## config.mk

```make
export PLATFORM = sky130hd
export DESIGN_NAME = fc_input_deserializer_flat
export DESIGN_NICKNAME = d
export VERILOG_FILES = /design/src/rtl/fc_input_deserializer_if.sv /design/src/rtl/fc_input_deserializer.sv /design/src/flat_wrapper.sv
export SDC_FILE = /design/constraint.sdc
export NUM_CORES = 1
export LEC_CHECK = 0
export CAP_MARGIN = 10
export CORE_MARGIN = 5
export CORE_UTILIZATION = 45
export CTS_CLUSTER_SIZE = 28
export DETAILED_ROUTE_END_ITERATION = 10
export PLACE_DENSITY = 0.76
export SLEW_MARGIN = 25
export SYNTH_ARGS = -nofsm -noshare
export SYNTH_HDL_FRONTEND = slang
export SYNTH_SLANG_ARGS = --single-unit
export TNS_END_PERCENT = 5
```

## constraint.sdc

```tcl
create_clock -name clk_i -period 4.43 [get_ports clk_i]
set_clock_uncertainty 0.15 [all_clocks]
set_input_delay 0.886 -clock clk_i [delete_from_list [all_inputs] [get_ports clk_i]]
set_output_delay 0.886 -clock clk_i [all_outputs]
set_load 0.02 [all_outputs]
```

## src/rtl/fc_input_deserializer_if.sv

```systemverilog
// Bus bundle for fc_input_deserializer: serial word input side and parallel frame output side.
// The class_o member exists only when FC_DESER_ARGMAX_EN is defined.
interface fc_input_deserializer_if #(
    parameter int unsigned LAYER_HEIGHT = 10,
    parameter int unsigned WORD_SIZE    = 16
);
    localparam int unsigned CLASS_W = $clog2(LAYER_HEIGHT);

    logic                                   clear_i;
    logic                                   valid_i;
    logic                                   ready_o;
    logic [WORD_SIZE-1:0]                   data_i;
    logic                                   valid_o;
    logic                                   yumi_i;
    logic [LAYER_HEIGHT-1:0][WORD_SIZE-1:0] data_o;
`ifdef FC_DESER_ARGMAX_EN
    logic [CLASS_W-1:0]                     class_o;
`endif

    // Producer/consumer side
    modport master (
        output clear_i, valid_i, data_i, yumi_i,
`ifdef FC_DESER_ARGMAX_EN
        input  class_o,
`endif
        input  ready_o, valid_o, data_o
    );

    // Deserializer side
    modport slave (
        input  clear_i, valid_i, data_i, yumi_i,
`ifdef FC_DESER_ARGMAX_EN
        output class_o,
`endif
        output ready_o, valid_o, data_o
    );
endinterface

```

## src/rtl/fc_input_deserializer.sv

```systemverilog
// Serial-to-parallel frame collector: gathers LAYER_HEIGHT words (valid/ready in)
// and presents them as one packed frame (valid/yumi out).
// Optional argmax tracker over the frame enabled by defining FC_DESER_ARGMAX_EN.
module fc_input_deserializer #(
    parameter int unsigned LAYER_HEIGHT = 10,
    parameter int unsigned WORD_SIZE    = 16
) (
    input  logic                     clk_i,
    input  logic                     reset_n_i,
    fc_input_deserializer_if.slave   bus
);
    localparam int unsigned CNT_W = $clog2(LAYER_HEIGHT);

    typedef enum logic {
        S_FILL = 1'b0,
        S_FULL = 1'b1
    } state_e;

    state_e                                 state_q;
    state_e                                 state_d;
    logic                                   ready_q;
    logic                                   ready_d;
    logic                                   valid_q;
    logic                                   valid_d;
    logic [CNT_W-1:0]                       count_q;
    logic [LAYER_HEIGHT-1:0][WORD_SIZE-1:0] data_q;
    logic                                   clear_c;
    logic                                   accept_c;
    logic                                   last_c;

    // ready_q is only ever high in FILL, so it qualifies the input handshake alone
    assign clear_c  = bus.clear_i && (state_q == S_FILL);
    assign accept_c = bus.valid_i && ready_q && !bus.clear_i;
    assign last_c   = (count_q == CNT_W'(LAYER_HEIGHT - 1));

    // State register
    always_ff @(posedge clk_i or negedge reset_n_i) begin
        if (!reset_n_i) state_q <= S_FILL;
        else            state_q <= state_d;
    end

    // Next-state: fill until the last word lands, hold until the consumer takes the frame
    always_comb begin
        state_d = state_q;
        case (state_q)
            S_FILL: if (accept_c && last_c) state_d = S_FULL;
            S_FULL: if (bus.yumi_i)         state_d = S_FILL;
            default:                        state_d = S_FILL;
        endcase
    end

    // Output decode from the upcoming state so the handshake flags register in step with it
    always_comb begin
        ready_d = 1'b0;
        valid_d = 1'b0;
        case (state_d)
            S_FILL:  ready_d = 1'b1;
            S_FULL:  valid_d = 1'b1;
            default: ready_d = 1'b0;
        endcase
    end

    // Registered handshake outputs; ready stays low for the first cycle out of reset
    always_ff @(posedge clk_i or negedge reset_n_i) begin
        if (!reset_n_i) begin
            ready_q <= 1'b0;
            valid_q <= 1'b0;
        end else begin
            ready_q <= ready_d;
            valid_q <= valid_d;
        end
    end

    // Word slot counter; clear restarts the frame, wraps to 0 on the last word
    always_ff @(posedge clk_i or negedge reset_n_i) begin
        if (!reset_n_i)    count_q <= '0;
        else if (clear_c)  count_q <= '0;
        else if (accept_c) count_q <= last_c ? '0 : count_q + CNT_W'(1);
    end

    // Frame storage; old contents survive a clear and are overwritten slot by slot
    always_ff @(posedge clk_i or negedge reset_n_i) begin
        if (!reset_n_i)    data_q          <= '0;
        else if (accept_c) data_q[count_q] <= bus.data_i;
    end

    assign bus.ready_o = ready_q;
    assign bus.valid_o = valid_q;
    assign bus.data_o  = data_q;

`ifdef FC_DESER_ARGMAX_EN
    logic signed [WORD_SIZE-1:0] max_q;
    logic signed [WORD_SIZE-1:0] max_c;
    logic signed [WORD_SIZE-1:0] word_s;
    logic [CNT_W-1:0]            idx_q;
    logic [CNT_W-1:0]            idx_c;
    logic [CNT_W-1:0]            class_q;

    // Running max: word 0 seeds it, later words win only when strictly greater
    always_comb begin
        word_s = $signed(bus.data_i);
        max_c  = max_q;
        idx_c  = idx_q;
        if ((count_q == '0) || (word_s > max_q)) begin
            max_c = word_s;
            idx_c = count_q;
        end
    end

    // Tracker registers; class_q captures the winner as the frame completes
    always_ff @(posedge clk_i or negedge reset_n_i) begin
        if (!reset_n_i) begin
            max_q   <= '0;
            idx_q   <= '0;
            class_q <= '0;
        end else if (clear_c) begin
            max_q <= '0;
            idx_q <= '0;
        end else if (accept_c) begin
            max_q <= max_c;
            idx_q <= idx_c;
            if (last_c) class_q <= idx_c;
        end
    end

    assign bus.class_o = class_q;
`endif

endmodule

```

## src/flat_wrapper.sv

```systemverilog
// flat-port wrapper written by rule: the top's interface ports become plain ports
module fc_input_deserializer_flat 
#(
    parameter int unsigned LAYER_HEIGHT = 10,
    parameter int unsigned WORD_SIZE    = 16
)
  (clk_i, reset_n_i, bus_clear_i, bus_valid_i, bus_data_i, bus_yumi_i, bus_ready_o, bus_valid_o, bus_data_o);
  fc_input_deserializer_if #(.LAYER_HEIGHT(LAYER_HEIGHT), .WORD_SIZE(WORD_SIZE)) bus_i ();
  input  logic clk_i;
  input  logic reset_n_i;
  input wire logic [$bits(bus_i.clear_i)-1:0] bus_clear_i;
  input wire logic [$bits(bus_i.valid_i)-1:0] bus_valid_i;
  input wire logic [$bits(bus_i.data_i)-1:0] bus_data_i;
  input wire logic [$bits(bus_i.yumi_i)-1:0] bus_yumi_i;
  output wire logic [$bits(bus_i.ready_o)-1:0] bus_ready_o;
  output wire logic [$bits(bus_i.valid_o)-1:0] bus_valid_o;
  output wire logic [$bits(bus_i.data_o)-1:0] bus_data_o;
  assign bus_i.clear_i = bus_clear_i;
  assign bus_i.valid_i = bus_valid_i;
  assign bus_i.data_i = bus_data_i;
  assign bus_i.yumi_i = bus_yumi_i;
  assign bus_ready_o = bus_i.ready_o;
  assign bus_valid_o = bus_i.valid_o;
  assign bus_data_o = bus_i.data_o;
  fc_input_deserializer #(.LAYER_HEIGHT(LAYER_HEIGHT), .WORD_SIZE(WORD_SIZE)) u_core (.clk_i(clk_i), .reset_n_i(reset_n_i), .bus(bus_i));
endmodule
```

---- After elaboration in Yosys (flattened, before gate mapping) ----
Index checks and enable logic that the tools add are counted.
cells by class
  $add $sub $neg .......................... 1
  div/mod/pow operators ................... 0
  multipliers ............................. 0
  multiplexer cells ....................... 11
  shift-type cells ........................ 0
  bitwise logic cells ..................... 1
  eq/ne operators ......................... 1
  reduce and logical (&&, ||, !) cells .... 7
  order comparisons ....................... 2
operators with widths
  cell                                                                                 number
  160-bit bitwise mux                                                                  1
  16-bit demux with 4-bit select                                                       1
  16-bit two-way mux                                                                   1
  4-bit two-way mux                                                                    3
  1-bit logical AND                                                                    5
  4-bit by 5-bit less-than comparator with 1-bit output, second input constant         1
  4-bit by 1-bit adder with 4-bit output, second input constant                        1
  4-bit == test, second input constant                                                 1
  4-bit by 1-bit greater-or-equal comparator with 1-bit output, second input constant  1
  1-bit two-way mux                                                                    4
  1-bit case mux with 2 select lines                                                   1
  2-bit nonzero test                                                                   1
  1-bit zero test                                                                      1
  1-bit inverter                                                                       1
word-level totals
  memories kept ........................... 0
  memory bits (writable) .................. 0
  ROM bits ................................ 0
  input bits .............................. 21
  latch bits .............................. 0
  flip-flop bits (word level) ............. 167

---- Longest topological paths before layout ----
  word-level depth ........................ 6
  depth in mapped cells ................... 6
  gate-level depth less buffers ........... 3

---- Worst setup path before layout ----
Ideal clock, no wire load.
  path type ............................... input port to flip-flop
  from .................................... input port bus_clear_i
  to ...................................... register u_core.data_q (netlist bit u_core.bus.data_o[117])
  path slack .............................. 2.129 ns
  arrival ................................. 2.026 ns
  stages .................................. 4
  data required time ...................... 4.155 ns
  buffers on the path ..................... 1
  cell sequence ........................... nand3b_2 > nor3b_4 > buf_6 > mux2_2
on the way
  longest elaborated chain between the ends .. 2
RTL lines
  what                           RTL line                     RTL
  start, declared                flat_wrapper.sv:11           input wire logic [$bits(bus_i.clear_i)-1:0] bus_clear_i;
  1-bit zero test                fc_input_deserializer.sv:33  assign accept_c = bus.valid_i && ready_q && !bus.clear_i;
  1-bit logical AND              fc_input_deserializer.sv:33
  end signal, assigned by index  fc_input_deserializer.sv:84  else if (accept_c) data_q[count_q] <= bus.data_i;
  end, declared                  fc_input_deserializer.sv:26  logic [LAYER_HEIGHT-1:0][WORD_SIZE-1:0] data_q;
Every way passes these cells.
A chain may end at the register's enable or synchronous reset.

---- Worst setup path after layout ----
  from .................................... input port bus_valid_i
  to ...................................... register u_core.data_q (netlist bit u_core.bus.data_o[109])
on the way
  longest elaborated chain between the ends .. 2
RTL lines
  what                            RTL line                     RTL
  start, declared                 flat_wrapper.sv:12           input wire logic [$bits(bus_i.valid_i)-1:0] bus_valid_i;
  1-bit logical AND (2 in a row)  fc_input_deserializer.sv:33
Every way passes these cells.

==> flow_metrics.tcl <==
set metrics [dict create \
    switching_share_pct 27.0 \
    synth_top_cell_area_share_pct 64.7 \
    cts_tree "yes" \
    p_leak_uw 0.00411 \
    drc_errors 0 \
    insertedDiodeCount 0 \
    finalWeightedCongestion 0.801 \
    die_area_um2 16800 \
    endpoint_kind "flip-flop" \
    worst_slew_pin_slew_ns 0.882 \
    io_buffer_count 182 \
    synth_ff_type "dfrtp_1" \
    io-pin-count 183 \
    num_rows 43 \
    p_seq_share_pct 43.2 \
    synth_common_cells "166 x dfrtp_1, 161 x mux2_2, 16 x buf_1" \
    place_area_um2 8310 \
    path_cells "clkdlybuf4s50_1, and3b_2, and4_1, mux2_2" \
    p_sw_uw 1140 \
    rsz0062_at_grt "no" \
    synth_edf_count 0 \
    cts_setup_buffers 0 \
    avgSynthCellArea_um2 16.3 \
    ys_ff_latch 166 \
    hpwl_mm 11.1 \
    cpMaxStageDelayCell "and4_1" \
    routed_wl_mm 15.8 \
    postSynth.asyncResetShare_pct 100 \
    track_usage_pct 19.4 \
    clkPwrFrac_pct 34.1 \
    fillers 1010 \
    crit_type "in -> reg" \
    drive_gt1_share_pct 34.8 \
    nNetsFinal 586 \
    status "complete, no violations" \
    grt_pass1_wl_mm 24.4 \
    timing.final.crit_period_ns 2.85 \
    num_vias 3919 \
    postCtsHoldBufs 0 \
    synth.distinct_cells 26 \
    power_density_nw_per_um2 474 \
    slew_headroom_pct 41.2 \
    clock_sinks 166 \
    worst_ep_arrival_time_ns 3.00 \
    antenna_found_initial 0 \
    grt_pass1_vias 4162 \
    die_y_um 129 \
    drtAntennaViolNets 0 \
    hold_class "reg -> reg" \
    yosysWarnings 0 \
    cp-start-kind "input pin" \
    setup_viol 0 \
    design_area_um2 8890 \
    numCtsBuffers 17 \
    max_freq_mhz 351 \
    yosysMostFrequentCell "dfrtp_1" \
    core-area_um2 13900 \
    grt_overflow 0 \
    first_iter_violations 189 \
    netlist_area_um2 6420 \
    synth.largest_area_cell "dfrtp_1" \
    period_share_pct 64.4 \
    ys_seq_area_share_pct 64.7 \
    ir_drop_uv 259 \
    pwr-share-comb_pct 22.7 \
    slew_viol_final 0 \
    wl_per_cell_um 20.8 \
    htree_levels 4 \
    path_clk_slew_ns 0.06 \
    synthCells 394 \
    grt_start_max_net_pins 121 \
    required_ns 4.58 \
    dieWidth_um 129 \
    cp_max_fo 16 \
    drt_pass1_iterations 4 \
    synth.area.top_cells "dfrtp_1 65%, mux2_2 28%, buf_1 0.94%" \
    tns_ns 0 \
    viasPerCell 5.17 \
    maxCapViolCount 0 \
    start_util_pct 46.1 \
    intPower_uw 3080 \
    hold_violations 0 \
    cts.path.max_buffers 2 \
    critPathMaxStageDelay_ns 0.80 \
    insertion_delay_ns 0.41 \
    area_delta_synth_final_pct 38.6 \
    syn-num-nets 415 \
    cts_resized 0 \
    cts_root_buf "clkbuf_16" \
]
-- layout make-up --
| cell class | instances | area, um2 | area share [%] |
|---|---|---|---|
| clock buffer | 24 | 482 | 5.42 |
| clock inverter | 8 | 97.6 | 1.10 |
| inverter | 2 | 7.51 | 0.0844 |
| multi-input combinational | 195 | 2080 | 23.4 |
| sequential | 166 | 4150 | 46.7 |
| tap | 180 | 225 | 2.53 |
| timing repair buffer | 183 | 1850 | 20.8 |
-- routing by layer --
layer	global-route usage, %	up-vias	wire length, um
li1	-	1726	-
met1	24.1	2073	6350
met2	33.1	97	8380
met3	4.70	23	686
met4	7.52	0	372
met5	0	-	0
-- path summary, 6_finish.rpt --
path	startpoint	endpoint	slack, ns	depth (start not counted)
worst min-delay path	u_core.bus.data_o[137]$_DFFE_PN0P_	u_core.bus.data_o[137]$_DFFE_PN0P_	0.35	1
min in group asynchronous	reset_n_i	u_core.bus.data_o[145]$_DFFE_PN0P_	0.40	1
worst max-delay path	bus_valid_i	u_core.bus.data_o[109]$_DFFE_PN0P_	1.58	4
worst min register to register	u_core.bus.data_o[137]$_DFFE_PN0P_	u_core.bus.data_o[137]$_DFFE_PN0P_	0.35	1
max in group asynchronous	reset_n_i	u_core.bus.data_o[86]$_DFFE_PN0P_	2.94	2
worst max register to register	u_core.bus.ready_o$_DFF_PN0_	u_core.bus.data_o[109]$_DFFE_PN0P_	2.16	3
-- power by group through the flow --
stage,clock [uW],sequential (uW),combinational [uW]
after floorplan,0,2080,215
after global placement,0,1840,956
after detailed placement,0,1850,968
after CTS,1470,1820,972
after global routing,1520,1850,1010
final,1440,1820,958
-- registers in the layout (all words and copies together), names as in the netlist --
signal              count
u_core.bus.data_o     160
u_core.state_q          1
u_core.bus.ready_o      1
u_core.count_q          4
-- worst max-delay path: cells and delay by family --
| kind | cells | cell delay [ns] |
|---|---|---|
| and+or+nand+nor | 2 | 1.17 |
| buffers and inverters | 1 | 0.50 |
| muxes | 1 | 0.42 |
-- placed cells by master (no fill, tap or decap), types with 2 or more instances in the layout --
cell | Yosys | routed
a21oi_1 | 2 | 2
and2b_1 | 2 | 2
bufinv_16 | 0 | 2
clkbuf_1 | 0 | 4
clkbuf_16 | 0 | 17
clkbuf_8 | 0 | 3
clkdlybuf4s50_1 | 0 | 181
clkinv_2 | 0 | 3
clkinvlp_4 | 0 | 3
dfrtp_1 | 166 | 166
inv_1 | 2 | 2
mux2_2 | 161 | 161
mux2i_1 | 2 | 2
nand2_1 | 2 | 2
nand3_1 | 2 | 2
nand3_2 | 5 | 5
nand4_2 | 2 | 2
nor2_1 | 2 | 2
nor2b_1 | 3 | 3
o211ai_1 | 2 | 2
o21ai_0 | 2 | 2
-- logic make-up after synthesis --
kind of cell           after synthesis  synth area share (%)
AOI/OAI and AO/OA                    7                 0.702
DFF                                166                  64.7
muxes                              163                  28.6
buffers and inverters               33                  2.87
and+or+nand+nor                     25                  3.16
-- per-stage QoR --
step                      hold WS (ns)  std cells  total power (uW)  setup WS [ns]  util (%)
final                            0.353        758              4220           1.58      63.8
after global routing             0.364        758              4380           1.49      63.8
after CTS                        0.354        758              4260           1.59      63.8
after detailed placement         0.341        726              2820           1.14      59.6
after global placement           0.338        726              2790           1.20      59.6
after floorplan                  0.398        394              2290           2.13         -
(Power assumes the default switching activity.)
